File: config.mk
export PLATFORM = sky130hd
export DESIGN_NAME = lfsr_rand_range_flat
export DESIGN_NICKNAME = d
export VERILOG_FILES = /design/src/rtl/lfsr_rand_range_if.sv /design/src/rtl/lfsr_rand_range.sv /design/src/flat_wrapper.sv
export SDC_FILE = /design/constraint.sdc
export NUM_CORES = 1
export LEC_CHECK = 0
export ABC_AREA = 1
export BUFFER_PORTS_ARGS = -buffer_cell sky130_fd_sc_hd__buf_2
export CORE_MARGIN = 8
export CORE_UTILIZATION = 51
export DETAILED_ROUTE_END_ITERATION = 10
export GPL_TIMING_DRIVEN = 0
export PLACE_DENSITY = 0.82
export SETUP_SLACK_MARGIN = 0.4
export SYNTH_ARGS = -nofsm -noshare
export SYNTH_HDL_FRONTEND = slang
export SYNTH_SLANG_ARGS = --single-unit
File: constraint.sdc
create_clock -name clk -period 2.11 [get_ports clk]
set_clock_uncertainty 0.05 [all_clocks]
set_input_delay 0.211 -clock clk [delete_from_list [all_inputs] [get_ports clk]]
set_output_delay 0.211 -clock clk [all_outputs]
set_load 0.01 [all_outputs]
File: src/rtl/lfsr_rand_range_if.sv
// lfsr_rand_range_if: request/result bundle for the bounded random source.
// master drives requests and consumes results; slave is the generator.
interface lfsr_rand_range_if #(
    parameter int WIDTH = 10,
    parameter int OUT_W = 8
);
    logic             req;
    logic [OUT_W-1:0] limit;
    logic             seed_load;
    logic [WIDTH-1:0] seed_in;
    logic             rand_valid;
    logic             rand_ready;
    logic [OUT_W-1:0] rand_out;
    logic             fallback;
    logic [WIDTH-1:0] lfsr_state;

    modport master (
        output req,
        output limit,
        output seed_load,
        output seed_in,
        output rand_ready,
        input  rand_valid,
        input  rand_out,
        input  fallback,
        input  lfsr_state
    );

    modport slave (
        input  req,
        input  limit,
        input  seed_load,
        input  seed_in,
        input  rand_ready,
        output rand_valid,
        output rand_out,
        output fallback,
        output lfsr_state
    );
endinterface

File: src/rtl/lfsr_rand_range.sv
// lfsr_rand_range: free-running Fibonacci LFSR plus bounded-value front end.
// Seed loading is compiled in only when RANDGEN_SEED_LOAD_EN is defined.
module lfsr_rand_range #(
    parameter int               WIDTH     = 10,
    parameter logic [WIDTH-1:0] TAPS      = WIDTH'(10'h204),
    parameter int               OUT_W     = 8,
    parameter int               MAX_TRIES = 4
) (
    input  logic             clk,
    input  logic             rstn,
    lfsr_rand_range_if.slave bus
);

    localparam int TW = (MAX_TRIES > 1) ? $clog2(MAX_TRIES) : 1;
    localparam logic [TW-1:0] LAST_TRY = TW'(MAX_TRIES - 1);

    localparam logic [1:0] S_IDLE = 2'd0;
    localparam logic [1:0] S_DRAW = 2'd1;
    localparam logic [1:0] S_HOLD = 2'd2;

    logic [WIDTH-1:0] r_lfsr;
    logic [WIDTH-1:0] w_lfsr_adv;
    logic [WIDTH-1:0] w_lfsr_nxt;
    logic             w_fb;

    logic [1:0]       r_state;
    logic [OUT_W-1:0] r_lim;
    logic [TW-1:0]    r_tries;
    logic [OUT_W-1:0] r_out;
    logic             r_fallback;
    logic             r_valid;

    logic [1:0]       w_state_nxt;
    logic [OUT_W-1:0] w_lim_nxt;
    logic [TW-1:0]    w_tries_nxt;
    logic [OUT_W-1:0] w_out_nxt;
    logic             w_fallback_nxt;
    logic             w_valid_nxt;

    logic [OUT_W-1:0] w_cand;
    logic             w_accept;
    logic             w_last;

    assign w_fb       = ^(r_lfsr & TAPS);
    assign w_lfsr_adv = {r_lfsr[WIDTH-2:0], w_fb};

`ifdef RANDGEN_SEED_LOAD_EN
    logic [WIDTH-1:0] w_seed_val;

    // An all-zero seed would lock the LFSR, so it is replaced by 1.
    assign w_seed_val = (bus.seed_in == '0) ? WIDTH'(1) : bus.seed_in;
    assign w_lfsr_nxt = bus.seed_load ? w_seed_val : w_lfsr_adv;
`else
    logic w_unused_seed;

    assign w_unused_seed = ^{bus.seed_load, bus.seed_in};
    assign w_lfsr_nxt    = w_lfsr_adv;
`endif

    // LFSR register: advances every cycle, restarts from 1 on reset.
    always_ff @(posedge clk or negedge rstn) begin
        if (!rstn) begin
            r_lfsr <= WIDTH'(1);
        end else begin
            r_lfsr <= w_lfsr_nxt;
        end
    end

    assign w_cand   = r_lfsr[OUT_W-1:0];
    assign w_accept = (w_cand <= r_lim);
    assign w_last   = (r_tries == LAST_TRY);

    // Request FSM next-state: rejection sampling with bounded retries.
    always_comb begin
        w_state_nxt    = r_state;
        w_lim_nxt      = r_lim;
        w_tries_nxt    = r_tries;
        w_out_nxt      = r_out;
        w_fallback_nxt = r_fallback;
        w_valid_nxt    = r_valid;
        unique case (r_state)
            S_IDLE: begin
                w_valid_nxt = 1'b0;
                if (bus.req) begin
                    w_lim_nxt   = bus.limit;
                    w_tries_nxt = '0;
                    w_state_nxt = S_DRAW;
                end
            end
            S_DRAW: begin
                if (w_accept) begin
                    w_out_nxt      = w_cand;
                    w_fallback_nxt = 1'b0;
                    w_valid_nxt    = 1'b1;
                    w_state_nxt    = S_HOLD;
                end else if (w_last) begin
                    w_out_nxt      = r_lim;
                    w_fallback_nxt = 1'b1;
                    w_valid_nxt    = 1'b1;
                    w_state_nxt    = S_HOLD;
                end else begin
                    w_tries_nxt = r_tries + TW'(1);
                end
            end
            S_HOLD: begin
                if (bus.rand_ready) begin
                    w_valid_nxt = 1'b0;
                    w_state_nxt = S_IDLE;
                end
            end
            default: begin
                w_valid_nxt = 1'b0;
                w_state_nxt = S_IDLE;
            end
        endcase
    end

    // Request FSM registers; every output comes straight from a flop.
    always_ff @(posedge clk or negedge rstn) begin
        if (!rstn) begin
            r_state    <= S_IDLE;
            r_lim      <= '0;
            r_tries    <= '0;
            r_out      <= '0;
            r_fallback <= 1'b0;
            r_valid    <= 1'b0;
        end else begin
            r_state    <= w_state_nxt;
            r_lim      <= w_lim_nxt;
            r_tries    <= w_tries_nxt;
            r_out      <= w_out_nxt;
            r_fallback <= w_fallback_nxt;
            r_valid    <= w_valid_nxt;
        end
    end

    assign bus.rand_valid = r_valid;
    assign bus.rand_out   = r_out;
    assign bus.fallback   = r_fallback;
    assign bus.lfsr_state = r_lfsr;

endmodule
File: src/flat_wrapper.sv
// flat-port wrapper written by rule: the top's interface ports become plain ports
module lfsr_rand_range_flat 
#(
    parameter int               WIDTH     = 10,
    parameter logic [WIDTH-1:0] TAPS      = WIDTH'(10'h204),
    parameter int               OUT_W     = 8,
    parameter int               MAX_TRIES = 4
)
  (clk, rstn, bus_req, bus_limit, bus_seed_load, bus_seed_in, bus_rand_ready, bus_rand_valid, bus_rand_out, bus_fallback, bus_lfsr_state);
  lfsr_rand_range_if #(.WIDTH(WIDTH), .OUT_W(OUT_W)) bus_i ();
  input  logic clk;
  input  logic rstn;
  input wire logic [$bits(bus_i.req)-1:0] bus_req;
  input wire logic [$bits(bus_i.limit)-1:0] bus_limit;
  input wire logic [$bits(bus_i.seed_load)-1:0] bus_seed_load;
  input wire logic [$bits(bus_i.seed_in)-1:0] bus_seed_in;
  input wire logic [$bits(bus_i.rand_ready)-1:0] bus_rand_ready;
  output wire logic [$bits(bus_i.rand_valid)-1:0] bus_rand_valid;
  output wire logic [$bits(bus_i.rand_out)-1:0] bus_rand_out;
  output wire logic [$bits(bus_i.fallback)-1:0] bus_fallback;
  output wire logic [$bits(bus_i.lfsr_state)-1:0] bus_lfsr_state;
  assign bus_i.req = bus_req;
  assign bus_i.limit = bus_limit;
  assign bus_i.seed_load = bus_seed_load;
  assign bus_i.seed_in = bus_seed_in;
  assign bus_i.rand_ready = bus_rand_ready;
  assign bus_rand_valid = bus_i.rand_valid;
  assign bus_rand_out = bus_i.rand_out;
  assign bus_fallback = bus_i.fallback;
  assign bus_lfsr_state = bus_i.lfsr_state;
  lfsr_rand_range #(.WIDTH(WIDTH), .TAPS(TAPS), .OUT_W(OUT_W), .MAX_TRIES(MAX_TRIES)) u_core (.clk(clk), .rstn(rstn), .bus(bus_i));
endmodule
==> metrics.md, run 1 <==
| Metric | Value |
|---|---|
| Outcome | `complete, no violations` |
| Post-synthesis register bit count | `32` |
| Pwr per Cell Area | `between 900 and 1000 nW/µm²` |
| CP Data Required Time | `2.30 ns` |
| FF/Latch Area | `around 800 µm²` |
| Final design area excluding fillers | `between 2000 and 2500 µm²` |
| Depth of the CTS H-tree | `2` |
| Routed WL | `between 3 and 4 mm` |
| TritonCTS clock tree | `done` |
| Root Buffer Master | `clkbuf_4` |
| Post-DP HPWL | `2.39 mm` |
| Element type at the critical path start | `flop` |
| Share of the synthesized area in the top cell type | `0.514` |
| Average size of a mapped cell | `between 9 and 10 µm²` |
| Count of maximum capacitance violations | `0` |
| Count of final hold-check violations | `0` |
| Max clock buf depth | `2` |
| Setup TNS | `0 ns` |
| Die extent in y | `approximately 70 µm` |
| Normalized max-slew margin | `0.527` |
| Final GP Congestion | `just over 0.8` |
| DRC violations left | `0` |
| Critical path type | `reg -> reg` |
| Vias per cell | `approximately 5.3` |
| Clock period minus worst slack | `about 1.8 ns` |
| Post-synthesis sequential area ratio | `0.532` |
| Vias in the first global route | `1,359` |
| Worst hold slack | `around 0.016 ns` |
| Cell taking the most area after synthesis | `dfrtp_1` |
| Parity-gate share of the synthesized area counting xor and xnor cells | `0.00580` |
| Number of setup violations in the final report | `0` |
| Number of antenna diodes | `0` |
| Total Die Area | `~5000 µm²` |
| Simple logic cell fraction of the synthesized area | `0.291` |
| Unrepaired setup endpoints after global routing | `yes` |
| Mapped Area | `1510 µm²` |
| Cells after Synth | `160` |
| Area inside the core boundary | `roughly 2800 µm²` |
| Count of final max-slew check failures | `0` |
| Fraction of layout cells with a size suffix above 1 | `0.426` |
| Critical path fanouts, max | `8` |
| Initial antenna violation count | `0` |
| Filler instances | `190` |
| Number of nets in the layout | `around 250` |
| Kind of capture point of the worst setup path | `flop` |
| Number of rows in the core area | `19` |
| Ports | `between 40 and 50` |
| Standby leakage power | `between 1 and 1.5 nW` |
| Routed vias | `1,298` |
| Multiplexer area fraction after synthesis | `0.00746` |
| Share of the synthesized area in compound gates (AO/OA/AOI/OAI) | `0.0464` |
| Multi-input combinational cell area | `slightly below 800 µm²` |
| Initial DRC Count | `between 60 and 70` |
| Fin crit share | `0.861` |
| Layout Area Growth over Synthesis | `33.3%` |
| Worst slew pin tran | `between 0.7 and 0.8 ns` |
| Overall die width | `just over 70 µm` |
| Count of buffers inserted at the top-level ports | `31` |
| Synth warn | `0` |
| Synthesized net count | `about 190` |
| Global-route wire length before repair | `6.26 mm` |
| Crit path DAT | `2.00 ns` |
| Num CTS Buffers | `5` |
| Hold Path Class | `in -> reg` |
| Synth area leaders | `dfrtp_1, nand2_1, ha_1` |
| Distinct cells, synth | `23` |
| Post-detailed-route wirelength per cell | `between 15 and 20 µm` |
| Maximum achievable frequency | `about 550 MHz` |
| Dominant combinational cell family by area after synthesis | `simple AND/OR/NAND/NOR gates` |
| Total number of clock tree sinks | `32` |
| Overflow after GRT | `0` |
| Placed cell area | `roughly 1700 µm²` |
| Adder-cell share of the synthesized area | `0.0746` |
| Initial cell density of the core | `0.543` |
| CTS clock-pin slew for the worst setup and hold paths | `0.10 ns` |
| GRT Util Overall | `0.158` |
| Count of TritonRoute iterations in the first routing pass | `4` |
| Maximum number of pins on one net before global-route repair | `33` |
| Number of nets with antenna violations after routing | `0` |
| Clock latency reported for the late side of the worst-skew pair | `between 0.3 and 0.4 ns` |
| Peak supply drop | `804 µV` |
## cells by family after synthesis
group           after synthesis
flops                        32
simple gates                 87
buf+inv                      17
fa+ha+maj                     9
xor+xnor                      1
compound gates               13
mux                           1
## placed cells by master (no fill, tap or decap), drive strengths merged
master and instances:
xor2 1, dfstp 1, nand4 2, inv 16, nand3 11, nor2 12
dfrtp 31, dlygate4sd3 1, o21ai 2, buf 46, nand3b 1, clkbuf 8
nand2 62, a21oi 9, or2 1, mux2 1, a21o 1, a22oi 1
ha 9
## through the flow
stage / setup WS [ns] / instances / util / power (mW)
CTS: 0.372 / 244 / 0.702 / 1.72
global route: 0.170 / 247 / 0.723 / 1.92
floorplan: 0.455 / 160 / - / 1.11
detailed placement: 0.291 / 222 / 0.612 / 1.23
global placement: 0.367 / 222 / 0.612 / 1.20
finish: 0.292 / 247 / 0.723 / 1.82
## flip-flops by register name (all words and copies together), names as in the netlist
name	cells
u_core.bus.rand_out	8
u_core.bus.fallback	1
u_core.r_state	2
u_core.r_tries	2
u_core.bus.lfsr_state	10
u_core.r_lim	8
u_core.bus.rand_valid	1
## power by group
| group | internal [mW] | total [mW] | switching, mW | leakage (nW) |
|---|---|---|---|---|
| Clock | 0.164 | 0.372 | 0.208 | 0.0326 |
| Combinational | 0.266 | 0.651 | 0.386 | 0.674 |
| Sequential | 0.712 | 0.798 | 0.0863 | 0.415 |
| Total | 1.14 | 1.82 | 0.679 | 1.12 |
## path summary, 6_finish.rpt
| kind | from | to | slack, ns | depth (start not counted) |
|---|---|---|---|---|
| worst max-delay path | u_core.r_lim[2] | u_core.bus.rand_out[4] | 0.29 | 10 |
| worst min-delay path | bus_limit[0] | u_core.r_lim[0] | 0.02 | 2 |
| worst max register to register | u_core.r_lim[2] | u_core.bus.rand_out[4] | 0.29 | 10 |
| worst min register to register | u_core.bus.lfsr_state[8] | u_core.bus.lfsr_state[9] | 0.32 | 0 |
| max in group asynchronous | rstn | u_core.bus.lfsr_state[2] | 1.13 | 2 |
| min in group asynchronous | rstn | u_core.r_lim[3] | 0.37 | 2 |
## timing repair
| item | in CTS | in global routing |
|---|---|---|
| resized for setup | 15 | 10 |
| hold buffers | 1 | 0 |
| cloned | 2 | 0 |
| setup endpoints to repair | 12 | 14 |
| endpoints found under the hold margin | 31 | 0 |
| setup buffers | 11 | 3 |
| pin swaps | 13 | 6 |
## cell usage after synthesis (all sizes together)
library cell and n:
nand2 61, dfrtp 31, inv 16, nor2 12, nand3 11, a21oi 9, ha 9, o21ai 2
a21o 1, a22oi 1, buf 1, dfstp 1, mux2 1, nand3b 1, nand4 1, or2 1
xor2 1
## per-layer routing
metal	share of wire	track usage	up-vias
met1	0.40	0.168	612
met5	0	0	-
met4	0.019	0.0714	0
met3	0.078	0.0650	10
met2	0.50	0.266	50
li1	-	-	626
## worst max-delay path, cell delays in order, from the launching register on
cell and delay, ns:
dfrtp_1 0.39, inv_1 0.08, ha_1 0.29, nand2_1 0.08
inv_2 0.09, buf_4 0.12, nand4_4 0.19, nand3_4 0.19
nand2_4 0.10, nand2_1 0.08, nand2_1 0.05
## area by class of cell
cell class / count / share of cell area
Sequential cell: 32 / 0.399
Multi-Input combinational cell: 113 / 0.384
Timing Repair Buffer: 46 / 0.136
Inverter: 16 / 0.0299
Clock buffer: 8 / 0.0292
Tap cell: 31 / 0.0193
Buffer: 1 / 0.00249
(Power assumes the default switching activity.)
==> inputs of run 2 (changes only) <==
- CELL_PAD_IN_SITES_DETAIL_PLACEMENT: unset -> 0
- CELL_PAD_IN_SITES_GLOBAL_PLACEMENT: unset -> 1
- CORE_UTILIZATION: 51 -> 38
- PLACE_DENSITY: 0.82 -> 0.81
==> metrics.md, run 2 (same netlist as run 1, synthesis figures left out) <==
| Metric | Value |
|---|---|
| Outcome | `complete, no violations` |
| Total number of clock tree sinks | `32` |
| Worst path top cell family by delay | `simple AND/OR/NAND/NOR gates` |
| Critical path fanouts, max | `8` |
| Routed WL | `3.33 mm` |
| Hold depth | `2` |
| CP max-delay cell | `dfstp_2` |
| Area inside the core boundary | `3910 µm²` |
| Element type at the critical path start | `flop` |
| Vias in the first global route | `about 1,200` |
| Maximum achievable frequency | `583 MHz` |
| Post-DP HPWL | `2.27 mm` |
| Number of antenna diodes | `0` |
| Root Buffer Master | `clkbuf_8` |
| Worst slew pin tran | `approximately 0.70 ns` |
| Count of buffers inserted at the top-level ports | `31` |
| # placed instances | `~240` |
| Number of rows in the core area | `23` |
| Number of nets in the layout | `roughly 250` |
| Number of nets with antenna violations after routing | `0` |
| Hold Path Class | `in -> reg` |
| Crit path DAT | `~1.9 ns` |
| Worst hold slack | `roughly 0.090 ns` |
| Number of buffers and inverters on the critical path | `2` |
| TritonCTS clock tree | `done` |
| Initial antenna violation count | `0` |
| Filler instances | `380` |
| Worst r2r src | `u_core.bus.lfsr_state[0]` |
| Maximum number of pins on one net before global-route repair | `33` |
| Delay of the slowest cell on the worst path | `0.55 ns` |
| Register-to-Register Path Depth | `13` |
| Flip-flop count of the largest register after layout | `10` |
| Commonest non-fill, non-tap cells in the layout | `nand2_1, buf_2, dfrtp_1` |
| CTS clock-pin slew for the worst setup and hold paths | `~0.06 ns` |
| Normalized max-slew margin | `0.534` |
| Initial cell density of the core | `0.386` |
| Max clock buf depth | `2` |
| Total Die Area | `between 6000 and 7000 µm²` |
| Count of final hold-check violations | `0` |
| Post-detailed-route wirelength per cell | `roughly 12 µm` |
| Global-route wire length before repair | `5.82 mm` |
| Commonest non-fill, non-tap cell in the layout | `nand2_1` |
| DRC violations left | `0` |
| Standby leakage power | `about 1.2 nW` |
| Overall die width | `approximately 79 µm` |
| Worst Hold Path EP | `u_core.r_lim[0]` |
| Vias per cell | `about 4.4` |
| Die extent in y | `~79 µm` |
| Ports | `43` |
| Unrepaired setup endpoints after global routing | `yes` |
| Count of TritonRoute iterations in the first routing pass | `4` |
| Initial DRC Count | `39` |
| Crit Reg-Reg Endpoint | `u_core.bus.rand_out[0]` |
| Final design area excluding fillers | `about 2100 µm²` |
| Clock period minus worst slack | `about 1.7 ns` |
| Number of non-filler instances in the completed layout | `268` |
| Count of maximum capacitance violations | `0` |
| Count of final max-slew check failures | `0` |
| Overflow after GRT | `0` |
| Fin crit share | `0.813` |
| Final GP Congestion | `0.768` |
| Num CTS Buffers | `5` |
| Layout Area Growth over Synthesis | `38.5%` |
| GRT Util Overall | `0.118` |
| Number of setup violations in the final report | `0` |
| Depth of the CTS H-tree | `2` |
| Critical path type | `reg -> reg` |
| Start point of the worst hold path | `bus_limit[0]` |
| Setup slack of the most critical reg-to-reg path | `about 0.4 ns` |
| Kind of capture point of the worst setup path | `flop` |
| Setup TNS | `0 ns` |
| Clock latency reported for the late side of the worst-skew pair | `roughly 0.28 ns` |
| Placed cell area | `1730 µm²` |
| CP cell instances | `inv_2 > ha_4 > inv_2 > nand2_1 > nand2_1 > nand2_1 > nand2_2 > nand2_2 > nand2_4 > nand3_4 > nand2_4 > nand2_1 > nand2_1` |
| Fraction of layout cells with a size suffix above 1 | `0.454` |
| Routed vias | `around 1,200` |
| Dominant cell type by count on the critical path | `nand2_1` |
| Utilization after layout | `0.534` |
| Peak supply drop | `a little under 500 µV` |
| CP Data Required Time | `roughly 2.3 ns` |
| Pwr per Cell Area | `about 890 nW/µm²` |
## run 2: cell types whose count changed in the layout (fill, tap and decap cells not counted), moves of 2 or more
cell      before  now
inv_2         10    7
clkbuf_4       5    0
buf_4         13   15
clkbuf_1       2    0
nand2_2        7   13
inv_1          6    9
nand2_1       49   42
clkbuf_8       1    6
clkinv_2       0    2
## run 2: cell type report
cell class	instances	area, µm²	area share
clock inverter	2	10.0	0.00479
multi-input combinational	113	777	0.372
clock buffer	6	82.6	0.0395
inverter	16	60.1	0.0287
timing repair buffer	48	289	0.138
buffer	1	5.00	0.00240
tap	50	62.6	0.0299
sequential	32	803	0.384
## run 2: through the flow
step	setup slack, ns	power, mW
finish	0.395	1.87
global route	0.272	2.01
CTS	0.378	1.79
detailed placement	0.324	1.23
global placement	0.347	1.22
floorplan	0.455	1.11
## run 2: how the worst max path moves through the flow
stage                             startpoint                      to  depth (start not counted)
finish              u_core.bus.lfsr_state[0]  u_core.bus.rand_out[0]                         13
global route                 u_core.r_lim[7]  u_core.bus.rand_out[5]                          9
CTS                 u_core.bus.lfsr_state[0]   u_core.bus.rand_valid                         12
detailed placement  u_core.bus.lfsr_state[0]  u_core.bus.rand_out[4]                         14
global placement    u_core.bus.lfsr_state[0]  u_core.bus.rand_out[4]                         14
floorplan           u_core.bus.lfsr_state[0]  u_core.bus.rand_out[0]                         14
## run 2: layer usage
metal / GRT usage / share of wire / vias to the layer above
met5: 0 / 0 / -
li1: - / - / 628
met4: 0.0481 / 0.012 / 0
met1: 0.153 / 0.49 / 519
met3: 0.0451 / 0.054 / 6
met2: 0.173 / 0.44 / 27
## run 2: repair_timing
| action | CTS | global route |
|---|---|---|
| gates resized for setup | 8 | 19 |
| hold buffers | 1 | 0 |
| cloned | 2 | 0 |
| setup buffers | 13 | 3 |
| endpoints found under the hold margin | 31 | 0 |
| endpoints found under the setup margin | 11 | 14 |
| pin swaps | 16 | 12 |
## run 2: report_power, final
group	switching [mW]	internal, mW	total [mW]
Combinational	0.354	0.260	0.615
Clock	0.214	0.260	0.474
Sequential	0.0676	0.713	0.781
